File: src/rtl/rr_mux_param_pkg.sv
// -----------------------------------------------------------------------------
// rr_mux_pkg
// Shared types and constants for the round-robin / external-select output mux.
//   state_t      : output register occupancy (EMPTY, FULL)
//   MODE_EXT     : mode value selecting the channel given by sel_ext
//   MODE_RR      : mode value selecting channels round-robin from ptr
//   XFER_CNT_MAX : saturation value of the optional transfer counter
// -----------------------------------------------------------------------------
package rr_mux_pkg;

    typedef enum logic {
        EMPTY = 1'b0,
        FULL  = 1'b1
    } state_t;

    localparam logic MODE_EXT = 1'b0;
    localparam logic MODE_RR  = 1'b1;

    localparam logic [15:0] XFER_CNT_MAX = 16'hFFFF;

endpackage

File: src/rtl/rr_mux_param_arbiter.sv
// -----------------------------------------------------------------------------
// rr_arbiter_param
// Purely combinational rotating-priority arbiter. Searches req upward starting
// at index ptr, wrapping from M-1 back to 0, and grants the first set bit.
// Holds no state; the pointer is owned and advanced by the parent.
//
// Ports:
//   req   [M-1:0]   in   request vector
//   ptr   [SW-1:0]  in   index with highest priority this cycle (0..M-1)
//   en    1         in   when 0 nothing is granted
//   grant [M-1:0]   out  one-hot grant (all 0 when nothing granted)
//   g     [SW-1:0]  out  index of the granted request (0 when none)
//   any   1         out  a request was granted
// -----------------------------------------------------------------------------
module rr_arbiter_param #(
    parameter int M = 4
) (
    input  logic [M-1:0]         req,
    input  logic [$clog2(M)-1:0] ptr,
    input  logic                 en,
    output logic [M-1:0]         grant,
    output logic [$clog2(M)-1:0] g,
    output logic                 any
);

    localparam int SW = $clog2(M);

    always_comb begin
        logic [SW-1:0] idx;
        idx   = '0;
        grant = '0;
        g     = '0;
        any   = 1'b0;
        if (en) begin
            for (int k = 0; k < M; k++) begin
                // Wrap explicitly on M rather than 2**SW so non-power-of-two
                // channel counts never visit unused indices.
                idx = SW'((int'(ptr) + k) % M);
                if (!any && req[idx]) begin
                    any        = 1'b1;
                    grant[idx] = 1'b1;
                    g          = idx;
                end
            end
        end
    end

endmodule

File: src/rtl/rr_mux_param.sv
// -----------------------------------------------------------------------------
// rr_mux_param
// M-channel, N-bit valid/ready multiplexer with a single registered output
// slot. Channel choice is either external (sel_ext) or round-robin from an
// internal pointer. The output register can be drained and reloaded in the
// same cycle, so a continuous stream runs at one word per clock.
//
// Optional feature: define RR_MUX_PARAM_XFER_CNT_EN to build a saturating
// 16-bit count of output transfers on out_xfer_cnt; when undefined the counter
// is not built and out_xfer_cnt is tied to 0.
//
// Ports:
//   clk           1       in   clock, rising edge
//   rst           1       in   synchronous active-high reset
//   in_data       M*N     in   channel i at bits [i*N +: N]
//   in_valid      M       in   per-channel request
//   in_ready      M       out  per-channel accept, at most one bit set
//   mode          1       in   MODE_EXT (0) / MODE_RR (1)
//   sel_ext       SW      in   channel used in MODE_EXT (>= M selects none)
//   out_data      N       out  registered selected word
//   out_valid     1       out  output register holds a word
//   out_ready     1       in   downstream accept
//   out_sel       SW      out  channel index of out_data
//   out_xfer_cnt  16      out  output transfer count (0 unless enabled)
//
// State table:
//   state | meaning
//   EMPTY | output register holds no word; out_valid = 0
//   FULL  | output register holds a word;  out_valid = 1
// -----------------------------------------------------------------------------
module rr_mux_param
    import rr_mux_pkg::*;
#(
    parameter int N = 8,
    parameter int M = 4
) (
    input  logic                 clk,
    input  logic                 rst,
    input  logic [M*N-1:0]       in_data,
    input  logic [M-1:0]         in_valid,
    output logic [M-1:0]         in_ready,
    input  logic                 mode,
    input  logic [$clog2(M)-1:0] sel_ext,
    output logic [N-1:0]         out_data,
    output logic                 out_valid,
    input  logic                 out_ready,
    output logic [$clog2(M)-1:0] out_sel,
    output logic [15:0]          out_xfer_cnt
);

    localparam int SW = $clog2(M);

    state_t        state_q, state_d;
    logic [N-1:0]  out_data_q, out_data_d;
    logic [SW-1:0] out_sel_q, out_sel_d;
    logic [SW-1:0] ptr_q, ptr_d;

    logic          load_en;
    logic          rr_en;
    logic [M-1:0]  rr_grant;
    logic [SW-1:0] rr_g;
    logic          rr_any;
    logic [M-1:0]  ext_grant;
    logic [M-1:0]  grant;
    logic [SW-1:0] g;
    logic          xfer;
    logic [N-1:0]  g_data;

    // The slot can take a new word when empty, or when the current word
    // leaves this same cycle.
    assign load_en = (state_q == EMPTY) | out_ready;

    // Reset gates the grant so in_ready stays low during reset.
    assign rr_en = load_en & ~rst & (mode == MODE_RR);

    rr_arbiter_param #(
        .M (M)
    ) u_arb (
        .req   (in_valid),
        .ptr   (ptr_q),
        .en    (rr_en),
        .grant (rr_grant),
        .g     (rr_g),
        .any   (rr_any)
    );

    // External select: compare against each legal index so an out-of-range
    // sel_ext simply matches nothing.
    always_comb begin
        ext_grant = '0;
        if (load_en && !rst && (mode == MODE_EXT)) begin
            for (int i = 0; i < M; i++) begin
                if (sel_ext == SW'(i)) begin
                    ext_grant[i] = in_valid[i];
                end
            end
        end
    end

    always_comb begin
        if (mode == MODE_RR) begin
            grant = rr_grant;
            g     = rr_g;
            xfer  = rr_any;
        end else begin
            grant = ext_grant;
            g     = sel_ext;
            xfer  = |ext_grant;
        end
    end

    assign in_ready = grant;

    always_comb begin
        g_data = '0;
        for (int i = 0; i < M; i++) begin
            if (g == SW'(i)) begin
                g_data = in_data[i*N +: N];
            end
        end
    end

    always_comb begin
        state_d    = state_q;
        out_data_d = out_data_q;
        out_sel_d  = out_sel_q;
        ptr_d      = ptr_q;

        case (state_q)
            EMPTY: begin
                if (xfer) begin
                    state_d = FULL;
                end
            end
            FULL: begin
                if (xfer) begin
                    state_d = FULL;
                end else if (out_ready) begin
                    state_d = EMPTY;
                end
            end
            default: state_d = EMPTY;
        endcase

        if (xfer) begin
            out_data_d = g_data;
            out_sel_d  = g;
            if (mode == MODE_RR) begin
                ptr_d = (int'(g) == M - 1) ? '0 : g + SW'(1);
            end
        end
    end

    always_ff @(posedge clk) begin
        if (rst) begin
            state_q    <= EMPTY;
            out_data_q <= '0;
            out_sel_q  <= '0;
            ptr_q      <= '0;
        end else begin
            state_q    <= state_d;
            out_data_q <= out_data_d;
            out_sel_q  <= out_sel_d;
            ptr_q      <= ptr_d;
        end
    end

    assign out_valid = (state_q == FULL);
    assign out_data  = out_data_q;
    assign out_sel   = out_sel_q;

`ifdef RR_MUX_PARAM_XFER_CNT_EN
    logic [15:0] xfer_cnt_q, xfer_cnt_d;

    always_comb begin
        xfer_cnt_d = xfer_cnt_q;
        if (out_valid && out_ready && (xfer_cnt_q != XFER_CNT_MAX)) begin
            xfer_cnt_d = xfer_cnt_q + 16'd1;
        end
    end

    always_ff @(posedge clk) begin
        if (rst) begin
            xfer_cnt_q <= '0;
        end else begin
            xfer_cnt_q <= xfer_cnt_d;
        end
    end

    assign out_xfer_cnt = xfer_cnt_q;
`else
    assign out_xfer_cnt = '0;
`endif

endmodule

File: config.mk
export PLATFORM = sky130hd
export DESIGN_NAME = rr_mux_param
export DESIGN_NICKNAME = d
export VERILOG_FILES = /design/src/rtl/rr_mux_param_pkg.sv /design/src/rtl/rr_mux_param_arbiter.sv /design/src/rtl/rr_mux_param.sv
export SDC_FILE = /design/constraint.sdc
export NUM_CORES = 1
export LEC_CHECK = 0
export CORE_MARGIN = 10
export CORE_UTILIZATION = 40
export CTS_CLUSTER_SIZE = 28
export DETAILED_ROUTE_END_ITERATION = 12
export PLACE_DENSITY_LB_ADDON = 0.12
export SYNTH_ARGS = -nofsm -noshare
export SYNTH_HDL_FRONTEND = slang
export SYNTH_SLANG_ARGS = --single-unit
File: constraint.sdc
create_clock -name clk -period 5.1 [get_ports clk]
set_input_delay 0.765 -clock clk [delete_from_list [all_inputs] [get_ports clk]]
set_output_delay 0.765 -clock clk [all_outputs]
set_load 0.01 [all_outputs]
==> results.md, run 1 <==
- The internal power contribution is between 0.2 and 0.3 mW.
- The number of pins with negative max-slew slack in the final report is 0.
- The maximum level of the CTS H-tree is 1.
- In the final design database the tool counted roughly 300 nets.
- The top cell types in the final layout, fill and taps aside, are 56 x sky130_fd_sc_hd__clkdlybuf4s50_1, 21 x sky130_fd_sc_hd__nor2b_1, 16 x sky130_fd_sc_hd__conb_1.
- From left edge to right edge, the die measures approximately 84 µm.
- The number of setup violations in the final report is 0.
- TritonCTS built the clock tree.
- Detailed placement finished with a half-perimeter wire length of ~3.8 mm.
- The kind of critical path is register to output pin.
- After detailed routing, the average wire length per cell comes to around 16 µm.
- The sink count of the clock tree is 13.
- In the final layout, the share of cells above drive strength 1 is approximately 5.7%.
- The standard cell area after detailed placement is 0.00209 mm².
- Entering global routing, the biggest net connects 19 pins.
- Synthesis produced a netlist whose cell count is slightly above 200.
- The final route contains between 1500 and 2000 vias.
- The combinational cell fraction of total power is approximately half.
- Setup repair after global routing left no endpoint under its margin.
- For this design, the CTS-stage hold fixing added 0 buffers.
- The via count of the first global-routing pass came to ~1500.
- The area growth from synthesis to layout is 32.0%.
- In the post-route analysis, the smallest setup slack over all paths is roughly 0.65 ns.
- Counting flops with an async set or reset pin after synthesis yields a share of 0%.
- Pin placement for this block handled 73 I/O pins.
- The register-to-register setup slack is 0.79 ns.
- The final antenna-violating net count is 0.
- The remaining global-route overflow is 0.
- Ranked by total cell area, the synthesized netlist is headed by sky130_fd_sc_hd__dfxtp_1 16%, sky130_fd_sc_hd__ha_1 9.3%, sky130_fd_sc_hd__buf_4 8.4%, sky130_fd_sc_hd__nor2b_1 8.1%, sky130_fd_sc_hd__mux4_2 5.6%.
- For this run, design rule violations remaining after detail routing come to 0.
- The area share of the leading cell type in the synthesized netlist is approximately 16%.
- The library cell used most frequently in the layout, excluding fill and tap cells, is sky130_fd_sc_hd__clkdlybuf4s50_1.
- Net switching is 35.8% of the power.
- Counting along the longest clock path gives a buffer depth of 2.
- The top cell type by total area after synthesis is sky130_fd_sc_hd__dfxtp_1.
- Of all nets on the critical path, the largest fanout is 18.
- The insertion delay of the later-clocked pin in the worst-skew pair is about 0.24 ns.
- The flow ran to the end, and the final reports show no timing, DRC or antenna violations.
- The count of antenna diodes in the layout is 0.
- For this run, the top clock speed supported by timing is about 220 MHz.
- The netlist area before placement is ~0.0016 mm².
- The final total negative setup slack is 0 ns.
- The initial antenna violation count is 0.
- The core outline area is approximately 0.0039 mm².
- The clock arrives with about 0.00093 ns of skew.
- After clock tree synthesis, the setup repair step added 0 buffers.
- The count of endpoints failing hold in the final timing report is 0.
- The class of the worst hold path is register to register.
- After detailed routing, the number of vias per cell comes to 5.32.
- The required time of the critical path is 4.34 ns.
- The overall die area is approximately 0.0070 mm².
- The root buffer cell chosen for the clock tree is sky130_fd_sc_hd__clkbuf_8.
- Cells fill a little over half of the core in the end.
- IR analysis of the VDD net gives a maximum drop of around 0.077 mV.
- The first global-routing pass estimated slightly below 8 mm of wire.
- Counting distinct cell types in the post-synthesis netlist gives 43.
- Each instance of the synthesized netlist takes up on average a little under 8 µm².
- The share of the cycle needed by the critical path after routing is just under 90%.
- The starting utilization of the core area is between 40% and 50%.
- For this design the ratio of total power to cell area is ~200 mW/mm².
- The power dissipated by switching net loads is around 0.15 mW.
- The global placer's final weighted congestion is between 0.8 and 0.9.
- At the placement stage, the worst setup path has a slack of between 0.8 and 0.9 ns.
- In this run, the clock network consumes a little over a fifth of the power.
- The normalized max-slew margin is between 50% and 60%.
- The share of the Yosys chip area taken by registers is approximately 16%.
- After layout, the design draws a total of around 0.43 mW.
- The tool flagged a number of max-cap violations equal to 0.
- For the worst setup path, the data arrival time is about 3.7 ns.
- In the synthesized netlist the dominant register cell turns out to be sky130_fd_sc_hd__dfxtp_1.
- STA classifies the critical path startpoint as a register.
- The number of gates resized after CTS is 0.
- The share of total power dissipated in sequential elements is between 20 and 30%.
- The reported leakage power is a little under 0.8 nW.
- The total number of yosys warnings is 0.
- The number of flip-flops and latches in the synthesized netlist is 13.
- The clock-pin slew on the worst setup and hold paths is around 0.050 ns.
- The number of flops mapped to enable cells by yosys is 0.
- The number of cell rows is 23.
- For this run, the total global-route usage over all layers was measured as about an eighth.
- The first detailed-routing pass ran for 4 iterations.
- The total of buffers placed on input and output ports is 56.
- The total non-filler cell area in the finished layout is 0.00213 mm².
- The type of destination of the critical path is an output pin.
- Subtracting the final worst setup slack from the clock period gives around 4.5 ns.
- Summed over all layers, the routed wires come to ~4.7 mm.
- The die is about 84 µm tall.
- At the pin with the least slew margin, the transition time is between 0.7 and 0.8 ns.
- The violation count after the first detailed-routing iteration is between 100 and 150.
- The number of buffers added by the clock tree synthesis step is 3.
registers in the layout, indices dropped and copies added, names as in the netlist:
register and flops:
ptr_q 2, out_data 8, out_sel 2, out_valid 1
per-layer routing:
metal  track usage, %  share of wire, %  vias to the layer above  wire length, µm
met3             2.34               4.8                        4              229
li1                 -                 -                      804                -
met1             17.2                47                      717             2210
met4             3.20              0.76                        0               36
met5                0                 0                        -                0
met2             20.8                48                       49             2260
final timing paths:
kind         cells past startpoint        from     endpoint
max                              8    ptr_q[0]  in_ready[1]
min                              2  out_sel[1]   out_sel[1]
max reg2reg                     13    ptr_q[0]  out_data[1]
min reg2reg                      2  out_sel[1]   out_sel[1]
stage by stage:
step | cells | hold WS [ns]
floorplan | 218 | 0.476
global placement | 292 | 0.466
detailed placement | 292 | 0.465
CTS | 296 | 0.482
global route | 296 | 0.511
finish | 296 | 0.485
synthesized netlist by cell type, types with 4 or more instances:
cell / n
sky130_fd_sc_hd__nor2_1: 15
sky130_fd_sc_hd__dfxtp_1: 13
sky130_fd_sc_hd__nand2_1: 9
sky130_fd_sc_hd__mux4_2: 4
sky130_fd_sc_hd__a211oi_1: 9
sky130_fd_sc_hd__o21a_1: 5
sky130_fd_sc_hd__nor2b_1: 21
sky130_fd_sc_hd__o22ai_1: 4
sky130_fd_sc_hd__clkbuf_1: 9
sky130_fd_sc_hd__nor3_1: 9
sky130_fd_sc_hd__a21oi_1: 12
sky130_fd_sc_hd__a221oi_1: 9
sky130_fd_sc_hd__inv_1: 4
sky130_fd_sc_hd__ha_1: 12
sky130_fd_sc_hd__a22oi_1: 8
sky130_fd_sc_hd__buf_4: 18
worst max-delay path, cell delays in order (launching register included):
cell and delay (ns):
sky130_fd_sc_hd__dfxtp_1 0.79, sky130_fd_sc_hd__inv_1 0.22, sky130_fd_sc_hd__ha_1 0.57, sky130_fd_sc_hd__mux4_2 0.49, sky130_fd_sc_hd__nor4b_4 0.40, sky130_fd_sc_hd__a22oi_1 0.11, sky130_fd_sc_hd__o21a_1 0.14, sky130_fd_sc_hd__o22ai_1 0.15
sky130_fd_sc_hd__clkdlybuf4s50_1 0.57
power groups by stage:
stage / clock network [mW] / logic (mW) / registers, mW
finish: 0.0907 / 0.222 / 0.120
global route: 0.0968 / 0.245 / 0.121
CTS: 0.0929 / 0.221 / 0.120
detailed placement: 0 / 0.219 / 0.122
global placement: 0 / 0.220 / 0.122
floorplan: 0 / 0.148 / 0.124
cells by family after synthesis:
family,Yosys count,share of synthesized area [%]
AO/OA/AOI/OAI,61,26.8
adder cells (fa/ha/maj),12,9.30
multiplexers,7,7.44
other,1,0.232
AND/OR/NAND/NOR,71,25.3
buffers and inverters,38,14.7
flip-flops,13,16.1
final cells by class:
cell class | instances | area [µm²]
tap | 50 | 62.6
sequential | 13 | 260
clock buffer | 4 | 45.0
timing repair buffer | 58 | 576
fill | 393 | 1810
multi-input combinational | 167 | 1170
inverter | 4 | 15.0
Note: power is estimated with default switching activity, not from simulation.
==> inputs of run 2 (changes only) <==
--- a/config.mk
+++ b/config.mk
@@ -10,6 +10,7 @@
 export CTS_CLUSTER_SIZE = 28
 export DETAILED_ROUTE_END_ITERATION = 12
 export PLACE_DENSITY_LB_ADDON = 0.12
+export SLEW_MARGIN = 20
 export SYNTH_ARGS = -nofsm -noshare
 export SYNTH_HDL_FRONTEND = slang
 export SYNTH_SLANG_ARGS = --single-unit
==> results of run 2 <==
Final layout, timing and power as in run 1 (identical DEF).
==> inputs of run 3 (changes only) <==
--- a/config.mk
+++ b/config.mk
@@ -7,6 +7,7 @@
 export LEC_CHECK = 0
 export CORE_MARGIN = 10
 export CORE_UTILIZATION = 40
+export CTS_BUF_LIST = sky130_fd_sc_hd__clkbuf_8
 export CTS_CLUSTER_SIZE = 28
 export DETAILED_ROUTE_END_ITERATION = 12
 export PLACE_DENSITY_LB_ADDON = 0.12
==> run 3 against run 2 <==
Against the previous run:
- clock power is 2% lower
- fmax hardly changed
- critical path depth stayed put
- worst hold slack hardly changed
- flip-flop and latch count stayed put
- combinational power hardly changed
- clock skew hardly changed
- via count stayed put
- worst setup slack hardly changed
- core utilization stayed put
- routed wire length stayed put
- clock-buffer cell count is 1 lower
- largest cell class unchanged
==> results.md, run 3 (synthesis results as in run 1) <==
- The first-pass GRT wire length came to 7.80 mm (unchanged).
- The worst reg2reg path depth is 13 (unchanged).
- The area added between synthesis and finish is 32.0% (unchanged).
- The kind of critical path is register to output pin (unchanged).
- The number of flip-flops under the largest register name came to 8 (unchanged).
- The worst-case vdd ir drop is 0.0769 mV (was 0.0767 mV).
- The class of the worst hold path is register to register (unchanged).
- The number of setup violations in the final report came to 0 (unchanged).
- The sink count of the clock tree is 13 (unchanged).
- The final total negative setup slack is 0 ns (unchanged).
- The final antenna-violating net count is 0 (unchanged).
- The number of gates resized after CTS is 0 (unchanged).
- The fill cell total of the finished layout is 393 (unchanged).
- The maximum fanout encountered on the critical timing path is 18 (unchanged).
- The commonest non-fill, non-tap cell in the layout is sky130_fd_sc_hd__clkdlybuf4s50_1 (unchanged).
- The pin count of the biggest net entering global routing came to 19 (unchanged).
- The cell type of the slowest stage on the worst timing path is sky130_fd_sc_hd__dfxtp_1 (unchanged).
- The transition time at the pin with the least slew margin is 0.740 ns (about the same).
- The final net count is 301 (unchanged).
- The insertion delay of the later-clocked pin in the worst-skew pair is 0.24 ns (about the same).
- The total of max-cap violations came to 0 (unchanged).
- The number of cell rows is 23 (unchanged).
- The initial antenna violation count is 0 (unchanged).
- The via count was 1574 (unchanged).
- The type of destination of the critical path is an output pin (unchanged).
- The violation count after the first detailed-routing iteration is 134 (was 132).
- The normalized max-slew margin is 50.6% (about the same).
- The share of post-route cells with drive strength above 1 is 5.69% (unchanged).
- The signal arrival time at the worst endpoint was 3.69 ns (about the same).
- Setup repair after global routing missed its margin: no (unchanged).
- The total routing resource utilization after global routing was 12.9% (unchanged).
- The via count of the first global-routing pass is 1529 (unchanged).
- The maximum level of the CTS H-tree is 1 (unchanged).
- The share of the cycle needed by the critical path after routing is 87.3% (about the same).
- The core outline area was 0.00394 mm² (unchanged).
- The wire length after detailed routing is 4.74 mm (unchanged).
- The overall die height came to 83.5 µm (unchanged).
- The power density over the cells is 202 mW/mm² (was 203 mW/mm²).
- The detailed-router iteration count before antenna repair came to 4 (unchanged).
- The worst hold path depth was 2 (unchanged).
- The remaining global-route overflow came to 0 (unchanged).
- Commonest cells after routing, fill and taps aside: 56 x sky130_fd_sc_hd__clkdlybuf4s50_1, 21 x sky130_fd_sc_hd__nor2b_1, 16 x sky130_fd_sc_hd__conb_1 (unchanged).
- The reported leakage power was 0.772 nW (was 0.768 nW).
- Status: complete, no violations (unchanged).
- The top-level port count came to 73 (unchanged).
- The count of antenna diodes in the layout is 0 (unchanged).
- The achievable clock frequency is 225 MHz (about the same).
- The global placer's final weighted congestion is 0.851 (unchanged).
- Ordered cell list for the critical path: inv_1 -> ha_1 -> mux4_2 -> nor4b_4 -> a22oi_1 -> o21a_1 -> o22ai_1 -> clkdlybuf4s50_1 (unchanged).
- The floorplan die width came to 83.5 µm (unchanged).
- The post-CTS setup-driven buffer insertion count is 0 (unchanged).
- The sum of net half-perimeters after detailed placement was 3.77 mm (unchanged).
- The number of placed cells counting well taps is 292 (unchanged).
- The required time of the critical path was 4.34 ns (about the same).
- The category of the worst setup path launch point is a register (unchanged).
- The number of remaining DRC errors is 0 (unchanged).
- The overall die area is 0.00698 mm² (unchanged).
- The clock-pin slew on the worst setup and hold paths came to 0.05 ns (about the same).
- The starting utilization of the core area was 40.9% (unchanged).
- The master cell of the clock root buffer is sky130_fd_sc_hd__clkbuf_8 (unchanged).
- The final clock skew is 0.00126 ns (was 0.000931 ns).
- The maximum single-stage delay on the critical path is 0.79 ns (about the same).
- The total power of the final layout is 0.430 mW (was 0.432 mW).
- The via density per instance is 5.32 (unchanged).
- The clock tree buffer depth came to 2 (unchanged).
- The startpoint of the most critical register-to-register path was ptr_q[0] (unchanged).
- The total of buffers placed on input and output ports is 56 (unchanged).
- The average wire per standard cell came to 16.0 µm (unchanged).
- The clock tree from TritonCTS is built (unchanged).
- The number of pins with negative max-slew slack in the final report is 0 (unchanged).
- The shortest period the worst path allows is 4.45 ns (about the same).
- The count of endpoints failing hold in the final timing report is 0 (unchanged).
- The number of buffers added by the clock tree synthesis step was 3 (unchanged).
- The number of non-filler instances in the completed layout is 296 (unchanged).
- The critical hold path startpoint is out_sel[1] (unchanged).
- The beginning of the critical path is ptr_q[0] (unchanged).
- The number of buffers inserted for hold repair after clock tree synthesis was 0 (unchanged).
==> run 3: cell types whose count changed in the layout (fill, tap and decap cells not counted), sizes merged <==
cell | previous run | this run
clkbuf | 4 | 3
inv | 4 | 5
==> run 3: power by group <==
group,switching (mW),internal [mW]
Combinational,0.111,0.111
Sequential,0.00774,0.112
Clock,0.0358,0.0531
==> run 3: final timing paths <==
path	endpoint	slack [ns]
hold reg to reg	out_sel[1]	0.48
setup reg to reg	out_data[1]	0.79
hold / removal	out_sel[1]	0.48
setup / recovery	in_ready[1]	0.65
==> run 3: layout make-up <==
cell class / instances / area [µm²] / share of cell area, %
Multi-Input combinational cell: 167 / 1170 / 55.0
Timing Repair Buffer: 58 / 576 / 27.0
Sequential cell: 13 / 260 / 12.2
Tap cell: 50 / 62.6 / 2.94
Clock buffer: 3 / 41.3 / 1.94
Inverter: 4 / 15.0 / 0.705
Clock inverter: 1 / 3.75 / 0.176
==> run 3: routing by layer <==
layer  routed length, µm  vias up  GRT usage [%]  part of all wire, %
met4                  36        0           3.20                 0.76
met2                2260       49           20.8                   48
met1                2210      717           17.2                   47
met3                 229        4           2.34                  4.8
met5                   0        -              0                    0
li1                    -      804              -                    -
==> run 3: metrics by stage <==
stage / hold WS (ns) / utilization, % / setup WS (ns) / cell area, µm²
2_1_floorplan: 0.476 / - / 1.28 / 1670
5_1_grt: 0.511 / 54.0 / 0.373 / 2130
3_5_place_dp: 0.465 / 52.9 / 0.812 / 2090
4_1_cts: 0.482 / 54.0 / 0.639 / 2130
6_report: 0.485 / 54.0 / 0.646 / 2130
3_3_place_gp: 0.466 / 52.9 / 0.878 / 2090
==> run 3: worst max-delay path: cells and delay by family (launching register included) <==
family                     cells  cell delay (ns)
AOI/OAI and AO/OA              3             0.40
adders and majority gates      1             0.57
buffers and inverters          2             0.79
DFF                            1             0.79
muxes                          1             0.49
and+or+nand+nor                1             0.40
